<file path="config.mk">
export PLATFORM = sky130hd
export DESIGN_NAME = mem1p_ctrl
export DESIGN_NICKNAME = d
export VERILOG_FILES = /design/src/rtl/mem1p_ctrl.sv
export SDC_FILE = /design/constraint.sdc
export NUM_CORES = 1
export LEC_CHECK = 0
export CAP_MARGIN = 20
export CELL_PAD_IN_SITES_DETAIL_PLACEMENT = 1
export CELL_PAD_IN_SITES_GLOBAL_PLACEMENT = 2
export CORE_UTILIZATION = 34
export CTS_BUF_LIST = sky130_fd_sc_hd__clkbuf_4
export DETAILED_ROUTE_END_ITERATION = 12
export PLACE_DENSITY_LB_ADDON = 0.1
export SLEW_MARGIN = 15
export SYNTH_ARGS = -nofsm -noshare
export SYNTH_HDL_FRONTEND = slang
export SYNTH_SLANG_ARGS = --single-unit
export TNS_END_PERCENT = 50
</file>
<file path="constraint.sdc">
create_clock -name clk -period 2.36 [get_ports clk]
set_input_delay 0.708 -clock clk [delete_from_list [all_inputs] [get_ports clk]]
set_output_delay 0.708 -clock clk [all_outputs]
set_load 0.01 [all_outputs]
</file>
<file path="src/rtl/mem1p_ctrl.sv">
// Single-port RAM access controller: write/read arbitration plus a credit-protected response FIFO.
// Optional macro MEM1P_CTRL_WPRI_EN selects fixed write priority instead of round-robin.
module mem1p_ctrl #(
  parameter int unsigned   DEPTH      = 2048,
  parameter int unsigned   WIDTH      = 24,
  parameter int unsigned   RBUF_DEPTH = 4,
  localparam int unsigned  A          = (DEPTH > 1) ? $clog2(DEPTH) : 1
) (
  input  logic             clk,
  input  logic             rst_n,
  input  logic             wr_valid,
  output logic             wr_ready,
  input  logic [A-1:0]     wr_addr,
  input  logic [WIDTH-1:0] wr_data,
  input  logic             rq_valid,
  output logic             rq_ready,
  input  logic [A-1:0]     rq_addr,
  output logic             rd_valid,
  input  logic             rd_ready,
  output logic [WIDTH-1:0] rd_data,
  output logic [A-1:0]     mem_addr,
  output logic [WIDTH-1:0] mem_din,
  output logic             mem_me,
  output logic             mem_wnr,
  input  logic [WIDTH-1:0] mem_dout
);

  localparam int unsigned CW = $clog2(RBUF_DEPTH + 1);
  localparam int unsigned PW = (RBUF_DEPTH > 1) ? $clog2(RBUF_DEPTH) : 1;

  logic [1:0]       issue_sr_q;
  logic [CW-1:0]    count_q;
  logic [PW-1:0]    head_q, tail_q;
  logic [WIDTH-1:0] rbuf_q [RBUF_DEPTH];
  logic             read_ok, push, pop;

  function automatic logic [PW-1:0] ptr_inc(input logic [PW-1:0] p);
    return (p == PW'(RBUF_DEPTH - 1)) ? '0 : p + PW'(1);
  endfunction

  // Credit counts reads still in the RAM pipeline; uses registered count only so
  // a pop never feeds back combinationally into rq_ready.
  assign read_ok = (32'(count_q) + 32'(issue_sr_q[0]) + 32'(issue_sr_q[1])) < RBUF_DEPTH;

`ifdef MEM1P_CTRL_WPRI_EN
  always_comb begin
    wr_ready = 1'b0;
    rq_ready = 1'b0;
    if (rst_n) begin
      wr_ready = wr_valid;
      rq_ready = !wr_valid && rq_valid && read_ok;
    end
  end
`else
  logic last_rd_q;  // 1 = last grant went to the read channel

  always_comb begin
    wr_ready = 1'b0;
    rq_ready = 1'b0;
    if (rst_n) begin
      if (wr_valid && rq_valid && read_ok) begin
        wr_ready = last_rd_q;
        rq_ready = !last_rd_q;
      end else begin
        wr_ready = wr_valid;
        rq_ready = !wr_valid && rq_valid && read_ok;
      end
    end
  end

  always_ff @(posedge clk or negedge rst_n) begin
    if (!rst_n) begin
      last_rd_q <= 1'b1;
    end else if (wr_ready || rq_ready) begin
      last_rd_q <= rq_ready;
    end
  end
`endif

  assign mem_me   = wr_ready | rq_ready;
  assign mem_wnr  = wr_ready;
  assign mem_addr = wr_ready ? wr_addr : (rq_ready ? rq_addr : '0);
  assign mem_din  = wr_ready ? wr_data : '0;

  // issue_sr_q[1] marks the cycle in which the RAM output register holds that read's data.
  assign push     = issue_sr_q[1];
  assign rd_valid = (count_q != '0);
  assign pop      = rd_valid && rd_ready;
  assign rd_data  = rd_valid ? rbuf_q[head_q] : '0;

  always_ff @(posedge clk or negedge rst_n) begin
    if (!rst_n) begin
      issue_sr_q <= '0;
      count_q    <= '0;
      head_q     <= '0;
      tail_q     <= '0;
    end else begin
      issue_sr_q <= {issue_sr_q[0], rq_ready};
      if (push && !pop) begin
        count_q <= count_q + CW'(1);
      end else if (pop && !push) begin
        count_q <= count_q - CW'(1);
      end
      if (push) tail_q <= ptr_inc(tail_q);
      if (pop)  head_q <= ptr_inc(head_q);
    end
  end

  always_ff @(posedge clk) begin
    if (push) rbuf_q[tail_q] <= mem_dout;
  end

  assert property (@(posedge clk) disable iff (!rst_n)
    !(push && !pop && (32'(count_q) == RBUF_DEPTH)));
  assert property (@(posedge clk) disable iff (!rst_n) !(wr_ready && rq_ready));

endmodule
</file>
# Word-level counts from Yosys, hierarchy flattened
# Memory sizes are Yosys's and may differ from the RTL's.
# Cells that the tools add are included.
dict set report totals {
  register_bits 10
  elab_cells 44
  ram_bits 96
  input_bits 75
  mem_count 1
}
# name depth width read_ports rd_ports_with_merged_regs write_ports line
set memory_table {}
lappend memory_table {rbuf_q 4 24 1 0 1 34} ;# logic [WIDTH-1:0] rbuf_q [RBUF_DEPTH];
dict set report op_classes {
  addsub 6
  n_bitwise 1
  magnitude_cmp 1
  eq_ne 2
  n_mux 14
  reduce_logical 14
}
# cell n
set op_table {}
lappend op_table {{24-bit two-way mux} 2}
lappend op_table {{11-bit two-way mux} 2}
lappend op_table {{1-bit logical AND} 7}
lappend op_table {{1-bit two-way mux} 6}
lappend op_table {{3-bit two-way mux} 2}
lappend op_table {{4-bit by 1-bit adder with 5-bit output} 1}
lappend op_table {{5-bit by 3-bit less-than comparator with 1-bit output (second input constant)} 1}
lappend op_table {{2-bit by 1-bit adder with 2-bit output (second input constant)} 2}
lappend op_table {{3-bit by 1-bit adder with 4-bit output} 1}
lappend op_table {{2-bit == test (second input constant)} 2}
lappend op_table {{1-bit zero test} 4}
lappend op_table {{2-bit two-way mux} 2}
lappend op_table {{3-bit by 1-bit adder with 3-bit output (second input constant)} 1}
lappend op_table {{3-bit nonzero test} 1}
lappend op_table {{3-bit by 1-bit subtractor with 3-bit output (second input constant)} 1}
lappend op_table {{2-bit nonzero test} 1}
lappend op_table {{1-bit logical OR} 1}
lappend op_table {{1-bit OR} 1}

# Logic depth before layout (Yosys ltp)
dict set report logic_depth {
  ltp_word 8
  depth_mapped 9
  ltp_nobuf 8
}

# Least setup slack after synthesis
# OpenSTA, ideal clock, no wires.
dict set report synth_timing {
  path_kind {reg2out}
  from {register issue_sr_q[1]}
  to {output mem_addr[1]}
  t_arrival_ps 1622
  path_stages_with_launch 6
  required_ps 1652
  setup_slack_ps 30
  n_path_buf 1
  cell_sequence {dfrtp_1 ha_1 a21o_1 a211oi_2 buf_2 a22o_2}
}
dict set report synth_via {
  elab_chain_cells 7
  word_cells_on_any_way 10
  cone_classes {add/sub (1); order compare (1); mux (6); reduce/logical (2)}
}
# item line
set synth_rtl {}
lappend synth_rtl {{from (decl)} 31} ;# logic [1:0] issue_sr_q;
lappend synth_rtl {{from (signal assigned)} 98} ;# issue_sr_q <= {issue_sr_q[0], rq_ready};
lappend synth_rtl {{4-bit by 1-bit adder with 5-bit output *} 43} ;# assign read_ok = (32'(count_q) + 32'(issue_sr_q[0]) + 32'(issue_sr_q[1])) < RBUF_DEPTH;
lappend synth_rtl {{5-bit by 3-bit less-than comparator with 1-bit output *} 43}
lappend synth_rtl {{1-bit logical AND, on equally long branches} {66, 61}}
lappend synth_rtl {{1-bit two-way mux *} 61} ;# if (wr_valid && rq_valid && read_ok) begin
lappend synth_rtl {{1-bit two-way mux *} 60} ;# if (rst_n) begin
lappend synth_rtl {{named net rq_ready} 16} ;# output logic rq_ready,
lappend synth_rtl {{11-bit two-way mux * (2 in series)} 82} ;# assign mem_addr = wr_ready ? wr_addr : (rq_ready ? rq_addr : '0);
lappend synth_rtl {{to (decl)} 21} ;# output logic [A-1:0] mem_addr,
# Mark *: on every way through the listed nets, which the timed path passes. The rest lies on a longest branch.

# Worst setup path in the final report
dict set report layout_timing {
  from {register count_q[0]}
  to {output mem_addr[4]}
}
dict set report layout_via {
  elab_chain_cells 8
  word_cells_on_any_way 11
  cone_classes {add/sub (2); order compare (1); mux (6); reduce/logical (2)}
}
# item line
set layout_rtl {}
lappend layout_rtl {{from (decl)} 32} ;# logic [CW-1:0] count_q;
lappend layout_rtl {{from (signal assigned)} 100} ;# count_q <= count_q + CW'(1);
lappend layout_rtl {{from (signal assigned)} 102} ;# count_q <= count_q - CW'(1);
lappend layout_rtl {{3-bit by 1-bit adder with 4-bit output *} 43}
lappend layout_rtl {{4-bit by 1-bit adder with 5-bit output *} 43}
lappend layout_rtl {{5-bit by 3-bit less-than comparator with 1-bit output *} 43}
lappend layout_rtl {{1-bit logical AND, on equally long branches} {66, 61}}
lappend layout_rtl {{1-bit two-way mux} 61}
lappend layout_rtl {{1-bit two-way mux} 60}
lappend layout_rtl {{11-bit two-way mux} 82}
lappend layout_rtl {{11-bit two-way mux *} 82}
# Mark *: on every way between the ends. The rest lies on a longest branch, timed or not.

==> flow_summary.json <==
{
  "seqCellArea_sq_um": 3140,
  "postSynth.topFlopCell": "sky130_fd_sc_hd__edfxtp_1",
  "leakage_nw": 2.64,
  "globalRoute.totalOverflow": 0,
  "ys_seq_area_share_pct": 68.6,
  "antenna_found_initial": 1,
  "mappedNetlistNets": 330,
  "ioPinCount": 139,
  "finalPower_mw": 6.15,
  "synth-async-reset-ratio_pct": 9.43,
  "gate_count_of_the_mapped_netlist": 247,
  "final_nets": 521,
  "detailedRoute.firstIterationViolations": 112,
  "clkTransAtPathRegs_ns": 0.15,
  "avgViaCountPerCell": 4.66,
  "timing.critical_path.slowest_cell_delay_ns": 0.45,
  "cts_tree": "done",
  "startpoint": "count_q[0]$_DFFE_PN0P_",
  "die-area_sq_um": 13900,
  "cp_max_fo": 4,
  "die_extent_in_x_um": 118,
  "max-vdd-ir-drop_mv": 0.419,
  "root_buffer": "sky130_fd_sc_hd__clkbuf_4",
  "layout_worst_path_cycle_share_pct": 121,
  "portBuffers": 138,
  "max_freq_mhz": 349,
  "run_status": "finished, violations left",
  "slew-limit-headroom_pct": 81.5,
  "layout.core_utilization_pct": 54.1,
  "remaining_drcs": 0,
  "tritoncts.num_buffers": 9,
  "launch_point_of_the_worst_reg_to_reg_path": "count_q[0]$_DFFE_PN0P_",
  "critical_path_class": "reg2out",
  "floorplan.core_area_sq_um": 12900,
  "yosys_warning_total": 0,
  "fillerInstances": 1240,
  "slack_of_the_critical_path_ns": -0.506,
  "violations": "negative setup slack",
  "rrSetupSlack_ns": -0.05,
  "final_period_minus_worst_setup_slack_ns": 2.87,
  "hpwl_um": 7530,
  "worst_setup_skew_after_layout_ns": 0.00796,
  "grt_first_pass_wirelength_um": 17800,
  "yosysUniqueCellTypes": 33,
  "final.setup.tns_ns": -25.68,
  "slew_viol_final": 0,
  "drt_wl_total_um": 11600,
  "maxCapViolations": 0,
  "cp.arrival_ns": 2.16,
  "cts-hold-fix-buffers": 0,
  "worstSetupEndpointType": "output port",
  "cp.required_ns": 1.65,
  "routed_wirelength_normalized_by_instance_count_um": 18.8,
  "timing.critical_path.mode_cell": "sky130_fd_sc_hd__buf_6",
  "timing.critical_path.cells": "ha_4 > a21o_1 > a211oi_4 > buf_6 > buf_6 > a22o_4 > buf_6",
  "grtUsageTotal_pct": 17.0,
  "worst_pin_slew_ns": 0.277,
  "cts.path.max_buffers": 2,
  "vias": 2869,
  "gp_congestion": 0.715,
  "antenna_left": 0,
  "worst-r2r-cell-count": 10,
  "rows": 41,
  "multiInputGateArea_sq_um": 1470,
  "htreeDepth": 3,
  "first_pass_iters": 4,
  "floorplan.initialDensity_pct": 35.5,
  "flow.area_growth_from_synthesis_pct": 52.7,
  "cts_sinks": 106,
  "synth_seq_cells": 106,
  "worst_r2r_endpoint": "count_q[2]$_DFFE_PN0P_",
  "die-height_um": 118,
  "pwr_cell_area_nw_per_um2": 883,
  "timing.hold.worst.class": "in2async",
  "worstSetupStartpointType": "flip-flop",
  "grt_setup_unrepaired": "true",
  "count_of_flip_flops_with_a_built_in_enable_after_synthesis": 96,
  "setup_violations_final": 65,
  "crit_path_top_delay_cell": "sky130_fd_sc_hd__dfrtp_1",
  "finalHoldViolCount": 0,
  "clk-insertion-delay-late_ns": 0.44,
  "number_of_global_route_vias_before_repair": 3332,
  "syn_area_sq_um": 4570,
  "syn-mean-instance-area_sq_um": 18.5,
  "grt_start_max_net_pins": 19,
  "layout-drive-gt1-share_pct": 41.1
}
==> cells by family after synthesis <==
family	count (synthesis)	synth area share (%)
AOI/OAI and AO/OA	19	4.11
xor gates and xnor gates	3	0.576
adders and majority gates	8	2.36
buffers and inverters	18	2.77
DFF	106	68.6
muxes	27	12.6
and+or+nand+nor	66	8.96
==> per-layer routing <==
| layer | routed length, um | vias to the layer above | global-route usage [%] |
|---|---|---|---|
| met1 | 4510 | 1452 | 18.9 |
| met5 | 0 | - | 0 |
| met3 | 476 | 10 | 3.73 |
| met4 | 145 | 0 | 4.73 |
| li1 | - | 1334 | - |
| met2 | 6430 | 73 | 32.4 |
==> critical path: cells and delay by family, from the launching register on <==
| kind | cells | cell delay, ns |
|---|---|---|
| AO/OA/AOI/OAI | 3 | 0.61 |
| flip-flops | 1 | 0.45 |
| buffers and inverters | 3 | 0.38 |
| adder cells (fa/ha/maj) | 1 | 0.27 |
==> sequential cells by signal (all words and copies together) (netlist names) <==
register and cells:
head_q 2, rbuf_q 96, count_q 3, tail_q 2, last_rd_q 1, issue_sr_q 2
==> timing repair <==
action | CTS | global route
buffers inserted | 23 | 4
gates cloned | 5 | 1
gates resized for setup | 278 | 19
pin swaps | 18 | 5
endpoints found under the setup margin | 65 | 66
==> area by class of cell <==
| class | instances | share of cell area, % |
|---|---|---|
| diodes | 1 | 0.0359 |
| clock buffers | 9 | 0.969 |
| clock inverters | 7 | 0.736 |
| inverters | 4 | 0.215 |
| multi-input cells | 123 | 21.1 |
| flip-flops and latches | 106 | 45.0 |
| well taps | 172 | 3.09 |
| repair buffers | 194 | 28.8 |
==> report_power, final <==
part           total (mW)  switching [mW]  internal [mW]
clock               0.811           0.586          0.224
sequential           2.36           0.117           2.24
combinational        2.98            1.21           1.78
==> worst max path at each step <==
stage | to | slack (ns) | cells after the start
floorplan | mem_addr[1] | 0.03 | 5
global placement | mem_addr[9] | -0.81 | 6
detailed placement | mem_addr[9] | -0.85 | 6
CTS | mem_din[22] | -0.53 | 9
global route | mem_din[0] | -0.60 | 9
finish | mem_addr[4] | -0.51 | 7
==> Yosys cell counts (all sizes together) (3+ instances only) <==
| library cell | count | area [sq um] |
|---|---|---|
| a22o | 11 | 110 |
| and2 | 53 | 338 |
| buf | 12 | 104 |
| dfrtp | 9 | 225 |
| edfxtp | 96 | 2880 |
| ha | 7 | 87.6 |
| inv | 4 | 15.0 |
| mux2 | 3 | 33.8 |
| mux4 | 24 | 541 |
| nand2 | 5 | 21.3 |
| nor2 | 3 | 11.3 |
==> through the flow <==
stage                     setup slack, ns  area [sq um]  cells  hold slack [ns]
after floorplan                    0.0303          4570    247            0.393
after global placement             -0.815          6300    568            0.411
after detailed placement           -0.849          6300    568            0.422
after CTS                          -0.530          6850    611            0.344
after global routing               -0.603          6970    616            0.355
final                              -0.506          6970    616            0.374
==> layout by cell type, fill, tap and decap left out, drive strengths merged, types with 5 or more instances in the layout <==
master and count:
dlygate4sd2 20, a22o 11, edfxtp 96, and2 53
buf 94, clkinv 5, nand2 5, clkdlybuf4s15 7
ha 7, mux4 24, inv 6, dfrtp 9
clkbuf 10, clkdlybuf4s50 71
Note: power is estimated with default switching activity, not from simulation.
